### config.mk
export PLATFORM = sky130hd
export DESIGN_NAME = fork_join_sched_flat
export DESIGN_NICKNAME = d
export VERILOG_FILES = /design/src/rtl/fork_join_sched_if.sv /design/src/rtl/fork_join_sched.sv /design/src/flat_wrapper.sv
export SDC_FILE = /design/constraint.sdc
export NUM_CORES = 1
export LEC_CHECK = 0
export BUFFER_PORTS_ARGS = -buffer_cell sky130_fd_sc_hd__buf_4
export CAP_MARGIN = 30
export CELL_PAD_IN_SITES_DETAIL_PLACEMENT = 0
export CELL_PAD_IN_SITES_GLOBAL_PLACEMENT = 1
export CORE_ASPECT_RATIO = 0.6
export CORE_MARGIN = 2
export CORE_UTILIZATION = 48
export CTS_BUF_LIST = sky130_fd_sc_hd__clkbuf_4 sky130_fd_sc_hd__clkbuf_8 sky130_fd_sc_hd__clkbuf_16
export DETAILED_ROUTE_END_ITERATION = 10
export PLACE_DENSITY_LB_ADDON = 0.25
export SLEW_MARGIN = 20
export SYNTH_ARGS = -nofsm -noshare
export SYNTH_HDL_FRONTEND = slang
export SYNTH_SLANG_ARGS = --single-unit
export TNS_END_PERCENT = 5
### constraint.sdc
create_clock -name clk -period 16.5 [get_ports clk]
set_input_delay 3.3 -clock clk [delete_from_list [all_inputs] [get_ports clk]]
set_output_delay 3.3 -clock clk [all_outputs]
set_load 0.02 [all_outputs]
### src/rtl/fork_join_sched_if.sv
// Bus bundle for fork_join_sched: launch request, task durations and the
// registered status/pulse outputs. The master drives requests, the slave
// (the scheduler) drives status.
interface fork_join_sched_if #(
    parameter int CNT_W = 16
);
    logic             start;
    logic [1:0]       mode;
    logic [CNT_W-1:0] dur_a;
    logic [CNT_W-1:0] dur_b;
    logic [CNT_W-1:0] dur_c;
    logic             busy;
    logic             done_a;
    logic             done_b;
    logic             done_c;
    logic             join_evt;
    logic             all_done;
    logic [CNT_W+1:0] elapsed;

    modport master (
        output start, mode, dur_a, dur_b, dur_c,
        input  busy, done_a, done_b, done_c, join_evt, all_done, elapsed
    );

    modport slave (
        input  start, mode, dur_a, dur_b, dur_c,
        output busy, done_a, done_b, done_c, join_evt, all_done, elapsed
    );
endinterface

### src/rtl/fork_join_sched.sv
// Fork/join scheduler: on start, tasks A and B run in parallel from k=0;
// task C launches at a join point chosen by mode (all/any/none). Every
// event cycle (launch, completions, end of run) is precomputed once at
// acceptance, so the run itself is just a cycle counter compared against
// fixed targets. All outputs come straight from flops.
module fork_join_sched #(
    parameter int CNT_W = 16
) (
    input  logic                  clk,
    input  logic                  rst,
    fork_join_sched_if.slave      bus
);
    // Internal arithmetic is done at elapsed width so L+dC never overflows.
    localparam int E_W = CNT_W + 2;

    localparam logic [1:0] ST_IDLE     = 2'd0;
    localparam logic [1:0] ST_RUN_FORK = 2'd1;
    localparam logic [1:0] ST_RUN_JOIN = 2'd2;

    localparam logic [1:0] MODE_ANY  = 2'b01;
    localparam logic [1:0] MODE_NONE = 2'b10;

    localparam logic [E_W-1:0] ZERO_E = {E_W{1'b0}};
    localparam logic [E_W-1:0] ONE_E  = {{(E_W-1){1'b0}}, 1'b1};

    // A zero duration is treated as a one-cycle task.
    function automatic logic [E_W-1:0] norm_dur(input logic [CNT_W-1:0] d);
        logic [E_W-1:0] r;
        if (d == {CNT_W{1'b0}}) begin
            r = ONE_E;
        end else begin
            r = {2'b00, d};
        end
        return r;
    endfunction

    logic [1:0]     state_q,   state_d;
    logic [E_W-1:0] elapsed_q, elapsed_d;
    logic [E_W-1:0] da_q,      da_d;
    logic [E_W-1:0] db_q,      db_d;
    logic [E_W-1:0] l_q,       l_d;
    logic [E_W-1:0] cend_q,    cend_d;
    logic [E_W-1:0] t_q,       t_d;
    logic           busy_q,    busy_d;
    logic           done_a_q,  done_a_d;
    logic           done_b_q,  done_b_d;
    logic           done_c_q,  done_c_d;
    logic           join_q,    join_d;
    logic           all_q,     all_d;

    logic [E_W-1:0] na_s, nb_s, nc_s;
    logic [E_W-1:0] max_ab_s, min_ab_s;
    logic [E_W-1:0] launch_s, cend_s, total_s;
    logic [E_W-1:0] k_next_s;

    // Event schedule derived from the live inputs, used only at acceptance.
    always_comb begin
        na_s     = norm_dur(bus.dur_a);
        nb_s     = norm_dur(bus.dur_b);
        nc_s     = norm_dur(bus.dur_c);
        max_ab_s = (na_s > nb_s) ? na_s : nb_s;
        min_ab_s = (na_s < nb_s) ? na_s : nb_s;
        case (bus.mode)
            MODE_ANY:  launch_s = min_ab_s;
            MODE_NONE: launch_s = ZERO_E;
            default:   launch_s = max_ab_s;   // JOIN_ALL and reserved 11
        endcase
        cend_s   = launch_s + nc_s;
        total_s  = (cend_s > max_ab_s) ? cend_s : max_ab_s;
    end

    // Next state, counter and one-cycle pulse decode.
    always_comb begin
        state_d   = state_q;
        elapsed_d = elapsed_q;
        da_d      = da_q;
        db_d      = db_q;
        l_d       = l_q;
        cend_d    = cend_q;
        t_d       = t_q;
        busy_d    = busy_q;
        done_a_d  = 1'b0;
        done_b_d  = 1'b0;
        done_c_d  = 1'b0;
        join_d    = 1'b0;
        all_d     = 1'b0;
        k_next_s  = elapsed_q + ONE_E;

        case (state_q)
            ST_IDLE: begin
                if (bus.start) begin
                    state_d   = ST_RUN_FORK;
                    elapsed_d = ZERO_E;
                    da_d      = na_s;
                    db_d      = nb_s;
                    l_d       = launch_s;
                    cend_d    = cend_s;
                    t_d       = total_s;
                    busy_d    = 1'b1;
                    // JOIN_NONE launches C in the very first busy cycle.
                    join_d    = (launch_s == ZERO_E);
                end else begin
                    busy_d    = 1'b0;
                end
            end
            ST_RUN_FORK, ST_RUN_JOIN: begin
                if (elapsed_q == t_q) begin
                    state_d   = ST_IDLE;
                    busy_d    = 1'b0;
                    elapsed_d = ZERO_E;
                end else begin
                    elapsed_d = k_next_s;
                    done_a_d  = (k_next_s == da_q);
                    done_b_d  = (k_next_s == db_q);
                    done_c_d  = (k_next_s == cend_q);
                    // k_next is never 0, so a JOIN_NONE run cannot pulse twice.
                    join_d    = (k_next_s == l_q);
                    all_d     = (k_next_s == t_q);
                    if ((state_q == ST_RUN_FORK) && (elapsed_q == l_q)) begin
                        state_d = ST_RUN_JOIN;
                    end else begin
                        state_d = state_q;
                    end
                end
            end
            default: begin
                state_d = ST_IDLE;
                busy_d  = 1'b0;
            end
        endcase
    end

    // State and output registers with synchronous reset.
    always_ff @(posedge clk) begin
        if (rst) begin
            state_q   <= ST_IDLE;
            elapsed_q <= ZERO_E;
            da_q      <= ZERO_E;
            db_q      <= ZERO_E;
            l_q       <= ZERO_E;
            cend_q    <= ZERO_E;
            t_q       <= ZERO_E;
            busy_q    <= 1'b0;
            done_a_q  <= 1'b0;
            done_b_q  <= 1'b0;
            done_c_q  <= 1'b0;
            join_q    <= 1'b0;
            all_q     <= 1'b0;
        end else begin
            state_q   <= state_d;
            elapsed_q <= elapsed_d;
            da_q      <= da_d;
            db_q      <= db_d;
            l_q       <= l_d;
            cend_q    <= cend_d;
            t_q       <= t_d;
            busy_q    <= busy_d;
            done_a_q  <= done_a_d;
            done_b_q  <= done_b_d;
            done_c_q  <= done_c_d;
            join_q    <= join_d;
            all_q     <= all_d;
        end
    end

    assign bus.busy     = busy_q;
    assign bus.done_a   = done_a_q;
    assign bus.done_b   = done_b_q;
    assign bus.done_c   = done_c_q;
    assign bus.join_evt = join_q;
    assign bus.all_done = all_q;
    assign bus.elapsed  = elapsed_q;

endmodule

### src/flat_wrapper.sv
// flat-port wrapper written by rule: the top's interface ports become plain ports
module fork_join_sched_flat 
#(
    parameter int CNT_W = 16
)
  (clk, rst, bus_start, bus_mode, bus_dur_a, bus_dur_b, bus_dur_c, bus_busy, bus_done_a, bus_done_b, bus_done_c, bus_join_evt, bus_all_done, bus_elapsed);
  fork_join_sched_if #(.CNT_W(CNT_W)) bus_i ();
  input  logic clk;
  input  logic rst;
  input wire logic [$bits(bus_i.start)-1:0] bus_start;
  input wire logic [$bits(bus_i.mode)-1:0] bus_mode;
  input wire logic [$bits(bus_i.dur_a)-1:0] bus_dur_a;
  input wire logic [$bits(bus_i.dur_b)-1:0] bus_dur_b;
  input wire logic [$bits(bus_i.dur_c)-1:0] bus_dur_c;
  output wire logic [$bits(bus_i.busy)-1:0] bus_busy;
  output wire logic [$bits(bus_i.done_a)-1:0] bus_done_a;
  output wire logic [$bits(bus_i.done_b)-1:0] bus_done_b;
  output wire logic [$bits(bus_i.done_c)-1:0] bus_done_c;
  output wire logic [$bits(bus_i.join_evt)-1:0] bus_join_evt;
  output wire logic [$bits(bus_i.all_done)-1:0] bus_all_done;
  output wire logic [$bits(bus_i.elapsed)-1:0] bus_elapsed;
  assign bus_i.start = bus_start;
  assign bus_i.mode = bus_mode;
  assign bus_i.dur_a = bus_dur_a;
  assign bus_i.dur_b = bus_dur_b;
  assign bus_i.dur_c = bus_dur_c;
  assign bus_busy = bus_i.busy;
  assign bus_done_a = bus_i.done_a;
  assign bus_done_b = bus_i.done_b;
  assign bus_done_c = bus_i.done_c;
  assign bus_join_evt = bus_i.join_evt;
  assign bus_all_done = bus_i.all_done;
  assign bus_elapsed = bus_i.elapsed;
  fork_join_sched #(.CNT_W(CNT_W)) u_core (.clk(clk), .rst(rst), .bus(bus_i));
endmodule
==> results of run 1 <==
## how the worst max path moves through the flow
stage	start	to
2_1_floorplan	bus_dur_b[1]	u_core.t_q[11]
3_3_place_gp	bus_dur_b[12]	u_core.t_q[2]
6_report	bus_dur_b[6]	u_core.t_q[4]
5_1_grt	bus_dur_b[12]	u_core.t_q[6]
4_1_cts	bus_dur_b[13]	u_core.t_q[4]
3_5_place_dp	bus_dur_b[13]	u_core.t_q[8]
## cell families after synthesis
| group | synth area share [%] |
|---|---|
| and+or+nand+nor | 22.0 |
| xor gates and xnor gates | 16.0 |
| muxes | 2.34 |
| DFF | 27.9 |
| buffers and inverters | 5.66 |
| AOI/OAI and AO/OA | 17.2 |
| adders and majority gates | 8.81 |
## state kept, by name (all words and copies together) (netlist names), 2 cells and up
signal,count
u_core.db_q,16
u_core.cend_q,17
u_core.bus.elapsed,18
u_core.state_q,2
u_core.l_q,16
u_core.t_q,17
u_core.da_q,16
## power by group
part           internal, mW  switching, mW  leakage [nW]  total (mW)
logic                 0.182          0.282          2.72       0.464
clock network         0.120          0.105         0.152       0.225
registers             0.309         0.0525         0.884       0.361
total                 0.612          0.439          3.76        1.05
## critical path: cells and delay by family
kind	cells	cell delay, ns
and+or+nand+nor	8	1.02
adders and majority gates	4	1.12
muxes	1	0.59
AOI/OAI and AO/OA	12	3.34
buffers and inverters	5	0.59
xor gates and xnor gates	1	0.38
## cell usage in the layout (no fill, tap or decap), types with 6 or more instances in the layout
cell type	synthesis	routed
nand2_1	137	136
dfxtp_1	108	108
a21oi_1	87	87
buf_4	1	85
xor2_1	80	80
xnor2_1	60	60
nor2_1	55	55
ha_1	53	53
nor3_1	49	49
inv_1	30	30
o21ai_0	28	27
nand3_1	26	26
nor4_1	25	25
mux2i_1	17	17
nand4_1	16	16
and3_1	15	15
a22o_2	12	12
a311o_1	12	12
o21a_1	11	11
clkbuf_16	0	9
a211oi_1	7	7
nand2b_1	7	7
nor2b_1	6	6
o211ai_1	6	6
a21o_1	6	6
## through the flow
| step | setup slack [ns] | std cells | total power, mW | util (%) |
|---|---|---|---|---|
| 2_1_floorplan | 7.55 | 999 | 0.688 | - |
| 3_3_place_gp | 5.90 | 1201 | 0.817 | 53.2 |
| 3_5_place_dp | 6.27 | 1206 | 0.819 | 53.5 |
| 4_1_cts | 6.63 | 1222 | 1.04 | 55.5 |
| 5_1_grt | 6.06 | 1223 | 1.12 | 55.5 |
| 6_report | 6.39 | 1224 | 1.05 | 55.5 |
## metal layers
layer / vias up / GRT usage, %
li1: 3525 / -
met1: 3477 / 45.0
met2: 295 / 43.9
met3: 30 / 10.8
met4: 2 / 4.97
met5: - / 0
## layout make-up
cell class                      count  area, µm²  share of cell area, %
Multi-Input combinational cell    778       5150                   59.6
Inverter                           31        116                   1.34
Clock inverter                      7       81.3                  0.940
Timing Repair Buffer               87        658                   7.60
Sequential cell                   108       2160                   25.0
Clock buffer                        9        225                   2.60
Tap cell                          203        254                   2.93
Antenna cell                        1       2.50                 0.0289
==> reports/qor.csv, run 1 <==
stage;metric;value;unit
run_status;status;complete, no violations;
power;Power Density;121;nW/µm²
power;VDD IR max;59.2;µV
yosys;number of library cell types mapped by synthesis;64;
clocking;CTS clock-pin slew for the worst setup and hold paths;0.08;ns
clocking;post-CTS resize count;0;
clocking;CTS tree;built;
yosys;primary flip-flop cell chosen by synthesis mapping;dfxtp_1;
floorplanning;die height;102;µm
grt;number of global-route vias before repair;6632;
sta;worst slew margin relative to its limit;29.1;%
route;Routed met3 length;3.03;mm
floorplanning;initial standard-cell utilization of the core;49.7;%
yosys;total of flip-flops plus latches after synthesis;108;
route;number of optimization iterations in the first detailed-route pass;6;
clocking;Post-CTS Hold Fix Bufs;0;
grt;largest net degree at the start of global routing;78;
yosys;fraction of synthesis flops using an asynchronous set or reset pin;0;%
hold_path;type of the most critical hold path;flop to flop;
clocking;source-to-sink clock delay at the later pin of the worst-skew pair;0.36;ns
yosys;synthesized area;7750;µm²
yosys;syn_area_per_cell;7.76;µm²
hold_path;Worst Hold Launch;u_core.da_q[9];
sta;total count of hold-check failures in the final report;0;
route;wire length after detailed routing;26.0;mm
worst_setup_path;Required @ worst endpoint;16.74;ns
yosys;most frequent cells after synthesis;137 x nand2_1, 108 x dfxtp_1, 87 x a21oi_1;
sta;fmax;0.0989;GHz
worst_setup_path;worst-case reg-to-reg path depth;8;
floorplanning;Std-Cell Rows;35;
sta;# setup viols final;0;
hold_path;hold path cells;2;
clocking;Longest Clk Path Bufs;2;
yosys;number of synthesis warnings;0;
worst_setup_path;endpoint of the most critical register-to-register path;u_core.bus.done_c;
worst_setup_path;reg2reg start;u_core.bus.elapsed[0];
sta;unrepaired setup endpoints after global routing;false;
route;number of DRC markers in iteration 0;749;
worst_setup_path;data arrival time at the worst-slack endpoint;10.35;ns
grt;global-route wire length before repair;39.6;mm
floorplanning;Horiz. Die Dim;168;µm
yosys;total nets after synthesis;1106;
route;number of nets still failing antenna checks after routing;0;
yosys;most used standard cell by instance count after synthesis;nand2_1;
final_layout;final-stage net count;1122;
sta;worst hold margin;0.470;ns
clocking;buffer type at the clock tree root;clkbuf_16;
placed_design;half-perimeter wire length after detailed placement;20.2;mm
placed_design;Final GP Congestion;0.959;
placed_design;count of input and output buffers;76;
grt;number of antenna violations at the first check in global routing;1;
sta;final critical-path share of the clock period;61.3;%
worst_setup_path;Critical-path top delay cell;mux2i_1;
yosys;Synth area leaders;dfxtp_1 28%, xor2_1 9.0%, ha_1 8.6%, xnor2_1 6.8%, nand2_1 6.6%;
final_layout;area grow syn2layout;11.6;%
run;number of max-cap violations;0;
clocking;number of buffers added by the clock tree synthesis step;9;
worst_setup_path;max incr delay on CP;0.59;ns
sta;Max Clock Skew;0.00801;ns
worst_setup_path;crit start category;primary input;
sta;final sum of negative setup slack;0;ns
sta;post-layout minimum cycle time;10.11;ns
yosys;proportion of netlist area held by the largest area contributor;27.9;%
route;via density per instance;5.99;
sta;number of pins with negative max-slew slack in the final report;0;
floorplanning;core area;15600;µm²
power;Pleak;3.76;nW
final_layout;area of all placed cells without fillers;8650;µm²
route;Vias;7329;
clocking;Post-CTS Setup Repair Bufs;0;
worst_setup_path;startpoint-to-endpoint class of the critical path;primary input to flop;
clocking;number of sinks handled by clock tree synthesis;108;
final_layout;number of fill cells;1533;
yosys;Post-synth EDFFs;0;
route;uppermost layer routed;met5;
floorplanning;num ports;77;
placed_design;placed instance area;8340;µm²
final_layout;fraction of layout cells with a size suffix above 1;12.2;%
route;met2 routed wirelength;10.2;mm
sta;Least-Margin Pin Slew;1.06;ns
route;count of unresolved DRC violations after routing;0;
yosys;library cell occupying the most area in the post-synthesis netlist;dfxtp_1;
route;post-detailed-route wirelength per cell;21.2;µm
floorplanning;Die Area;17200;µm²
worst_setup_path;Critical Path End Type;flop;
hold_path;Worst Hold End;u_core.da_q[9];
worst_setup_path;Reg2Reg Setup Slack;12.61;ns
clocking;H-Tree Depth;3;
grt;GRT Util Overall;30.7;%
yosys;post-synthesis cell count;999;
yosys;register area share after synthesis;27.9;%
worst_setup_path;largest fanout on the critical path;24;
route;met1 wire length;12.4;mm
grt;residual overflow from global routing;0;
(Power assumes the default switching activity.)
==> inputs of run 2 (changes only) <==
--- a/config.mk
+++ b/config.mk
@@ -11,7 +11,7 @@
 export CELL_PAD_IN_SITES_GLOBAL_PLACEMENT = 1
 export CORE_ASPECT_RATIO = 0.6
 export CORE_MARGIN = 2
-export CORE_UTILIZATION = 48
+export CORE_UTILIZATION = 45
 export CTS_BUF_LIST = sky130_fd_sc_hd__clkbuf_4 sky130_fd_sc_hd__clkbuf_8 sky130_fd_sc_hd__clkbuf_16
 export DETAILED_ROUTE_END_ITERATION = 10
 export PLACE_DENSITY_LB_ADDON = 0.25
==> constraint.sdc (replaced) <==
create_clock -name clk -period 10.2 [get_ports clk]
set_input_delay 2.04 -clock clk [delete_from_list [all_inputs] [get_ports clk]]
set_output_delay 2.04 -clock clk [all_outputs]
set_load 0.02 [all_outputs]
==> run 2 against run 1 <==
Net effect: utilization fell by 4.1 points; clock skew increased by 0.0020 ns; worst setup slack got worse by 5.0 ns; combinational power grew 61%; largest cell class unchanged; highest routed layer is now met4.
==> reports/qor.csv, run 2 (synthesis gave the netlist of run 1 again) <==
stage;metric;value;unit
worst_setup_path;startpoint-to-endpoint class of the critical path;primary input to flop;
worst_setup_path;Crit path top cell by count;ha_1;
worst_setup_path;crit start category;primary input;
sta;worst slew margin relative to its limit;28.4;%
floorplanning;Die Area;18300;µm²
grt;number of antenna violations at the first check in global routing;1;
route;count of unresolved DRC violations after routing;0;
route;number of DRC markers in iteration 0;685;
placed_design;Final GP Congestion;0.948;
worst_setup_path;Required @ worst endpoint;10.43;ns
clocking;source-to-sink clock delay at the later pin of the worst-skew pair;0.35;ns
final_layout;commonest cells after routing, fill and taps aside;136 x nand2_1, 108 x dfxtp_1, 88 x buf_4;
power;VDD IR max;102;µV
power;Pleak;3.77;nW
sta;fmax;0.113;GHz
sta;final critical-path share of the clock period;86.4;%
final_layout;final-stage net count;1125;
route;number of optimization iterations in the first detailed-route pass;7;
floorplanning;initial standard-cell utilization of the core;45.6;%
placed_design;count of input and output buffers;76;
clocking;Post-CTS Hold Fix Bufs;0;
sta;post-layout minimum cycle time;8.81;ns
floorplanning;num ports;77;
grt;global-route wire length before repair;40.2;mm
worst_setup_path;largest fanout on the critical path;24;
hold_path;type of the most critical hold path;flop to flop;
grt;residual overflow from global routing;0;
run_status;status;complete, no violations;
worst_setup_path;max incr delay on CP;0.63;ns
final_layout;area occupied by multi-input gates;5150;µm²
clocking;Post-CTS Setup Repair Bufs;0;
clocking;number of buffers added by the clock tree synthesis step;9;
clocking;H-Tree Depth;3;
clocking;buffer type at the clock tree root;clkbuf_16;
clocking;CTS clock-pin slew for the worst setup and hold paths;0.07;ns
power;Tot Pwr;1.71;mW
power;Power Density;196;nW/µm²
final_layout;final non-filler cell total;1257;
grt;largest net degree at the start of global routing;78;
placed_design;half-perimeter wire length after detailed placement;20.4;mm
sta;total count of hold-check failures in the final report;0;
sta;final sum of negative setup slack;0;ns
run;number of max-cap violations;0;
floorplanning;core area;17000;µm²
grt;GRT Util Overall;29.0;%
sta;# setup viols final;0;
grt;number of global-route vias before repair;6737;
route;via density per instance;5.73;
final_layout;leading cell type in the layout, fill and taps excluded;nand2_1;
final_layout;Reg area;2160;µm²
clocking;Longest Clk Path Bufs;2;
final_layout;number of flip-flops under the largest register name;18;
placed_design;cell total after placement;1239;
route;Vias;7200;
clocking;CTS tree;built;
floorplanning;Std-Cell Rows;37;
floorplanning;Horiz. Die Dim;173;µm
sta;Least-Margin Pin Slew;1.07;ns
hold_path;Worst Hold Launch;u_core.cend_q[6];
worst_setup_path;Critical-path top delay cell;a21boi_0;
route;wire length after detailed routing;26.3;mm
route;number of nets still failing antenna checks after routing;0;
sta;unrepaired setup endpoints after global routing;false;
sta;Max Clock Skew;0.0100;ns
worst_setup_path;data arrival time at the worst-slack endpoint;9.04;ns
clocking;post-CTS resize count;0;
floorplanning;die height;106;µm
final_layout;area grow syn2layout;12.6;%
worst_setup_path;reg2reg start;u_core.bus.elapsed[0];
worst_setup_path;worst setup path startpoint;bus_dur_a[3];
route;post-detailed-route wirelength per cell;20.9;µm
final_layout;number of fill cells;1698;
final_layout;fraction of layout cells with a size suffix above 1;12.3;%
worst_setup_path;Critical Path End Type;flop;
sta;number of pins with negative max-slew slack in the final report;0;
clocking;number of sinks handled by clock tree synthesis;108;
[run 2: metrics by stage]
step / hold slack (ns) / setup WS [ns] / util [%] / area (µm²)
6_report: 0.468 / 1.39 / 51.4 / 8730
3_5_place_dp: 0.460 / 1.30 / 49.4 / 8390
3_3_place_gp: 0.456 / 1.22 / 49.1 / 8350
4_1_cts: 0.469 / 1.65 / 51.3 / 8710
5_1_grt: 0.489 / 1.01 / 51.4 / 8730
2_1_floorplan: 0.448 / 2.51 / - / 7750
[run 2: worst paths after layout]
| path | endpoint | slack, ns | cells after the start |
|---|---|---|---|
| hold reg to reg | u_core.cend_q[6] | 0.47 | 2 |
| setup / recovery | u_core.t_q[9] | 1.39 | 29 |
| hold / removal | u_core.cend_q[6] | 0.47 | 2 |
| setup reg to reg | u_core.bus.done_c | 6.34 | 8 |
[run 2: critical path, delay by kind of cell]
kind / cells / cell delay [ns]
and+or+nand+nor: 6 / 1.26
xor gates and xnor gates: 1 / 0.23
buffers and inverters: 4 / 0.55
AOI/OAI and AO/OA: 15 / 4.02
adders and majority gates: 3 / 0.94
[run 2: layout make-up]
type / count / area share [%]
inverters: 31 / 1.33
repair buffers: 90 / 7.75
well taps: 234 / 3.35
multi-input cells: 778 / 59.0
clock buffers: 11 / 2.89
diodes: 1 / 0.0287
flip-flops and latches: 108 / 24.8
clock inverters: 4 / 0.831
[run 2: routing by layer]
layer  track usage (%)  routed length [µm]  vias up
li1                  -                   -     3515
met1              41.6               12400     3377
met2              39.2               10100      294
met3              14.7                3570       14
met4              3.27                 155        0
met5                 0                   0        -
[run 2: report_power, final]
part	internal, mW	switching (mW)
Combinational	0.294	0.455
Sequential	0.500	0.0835
Clock	0.227	0.155
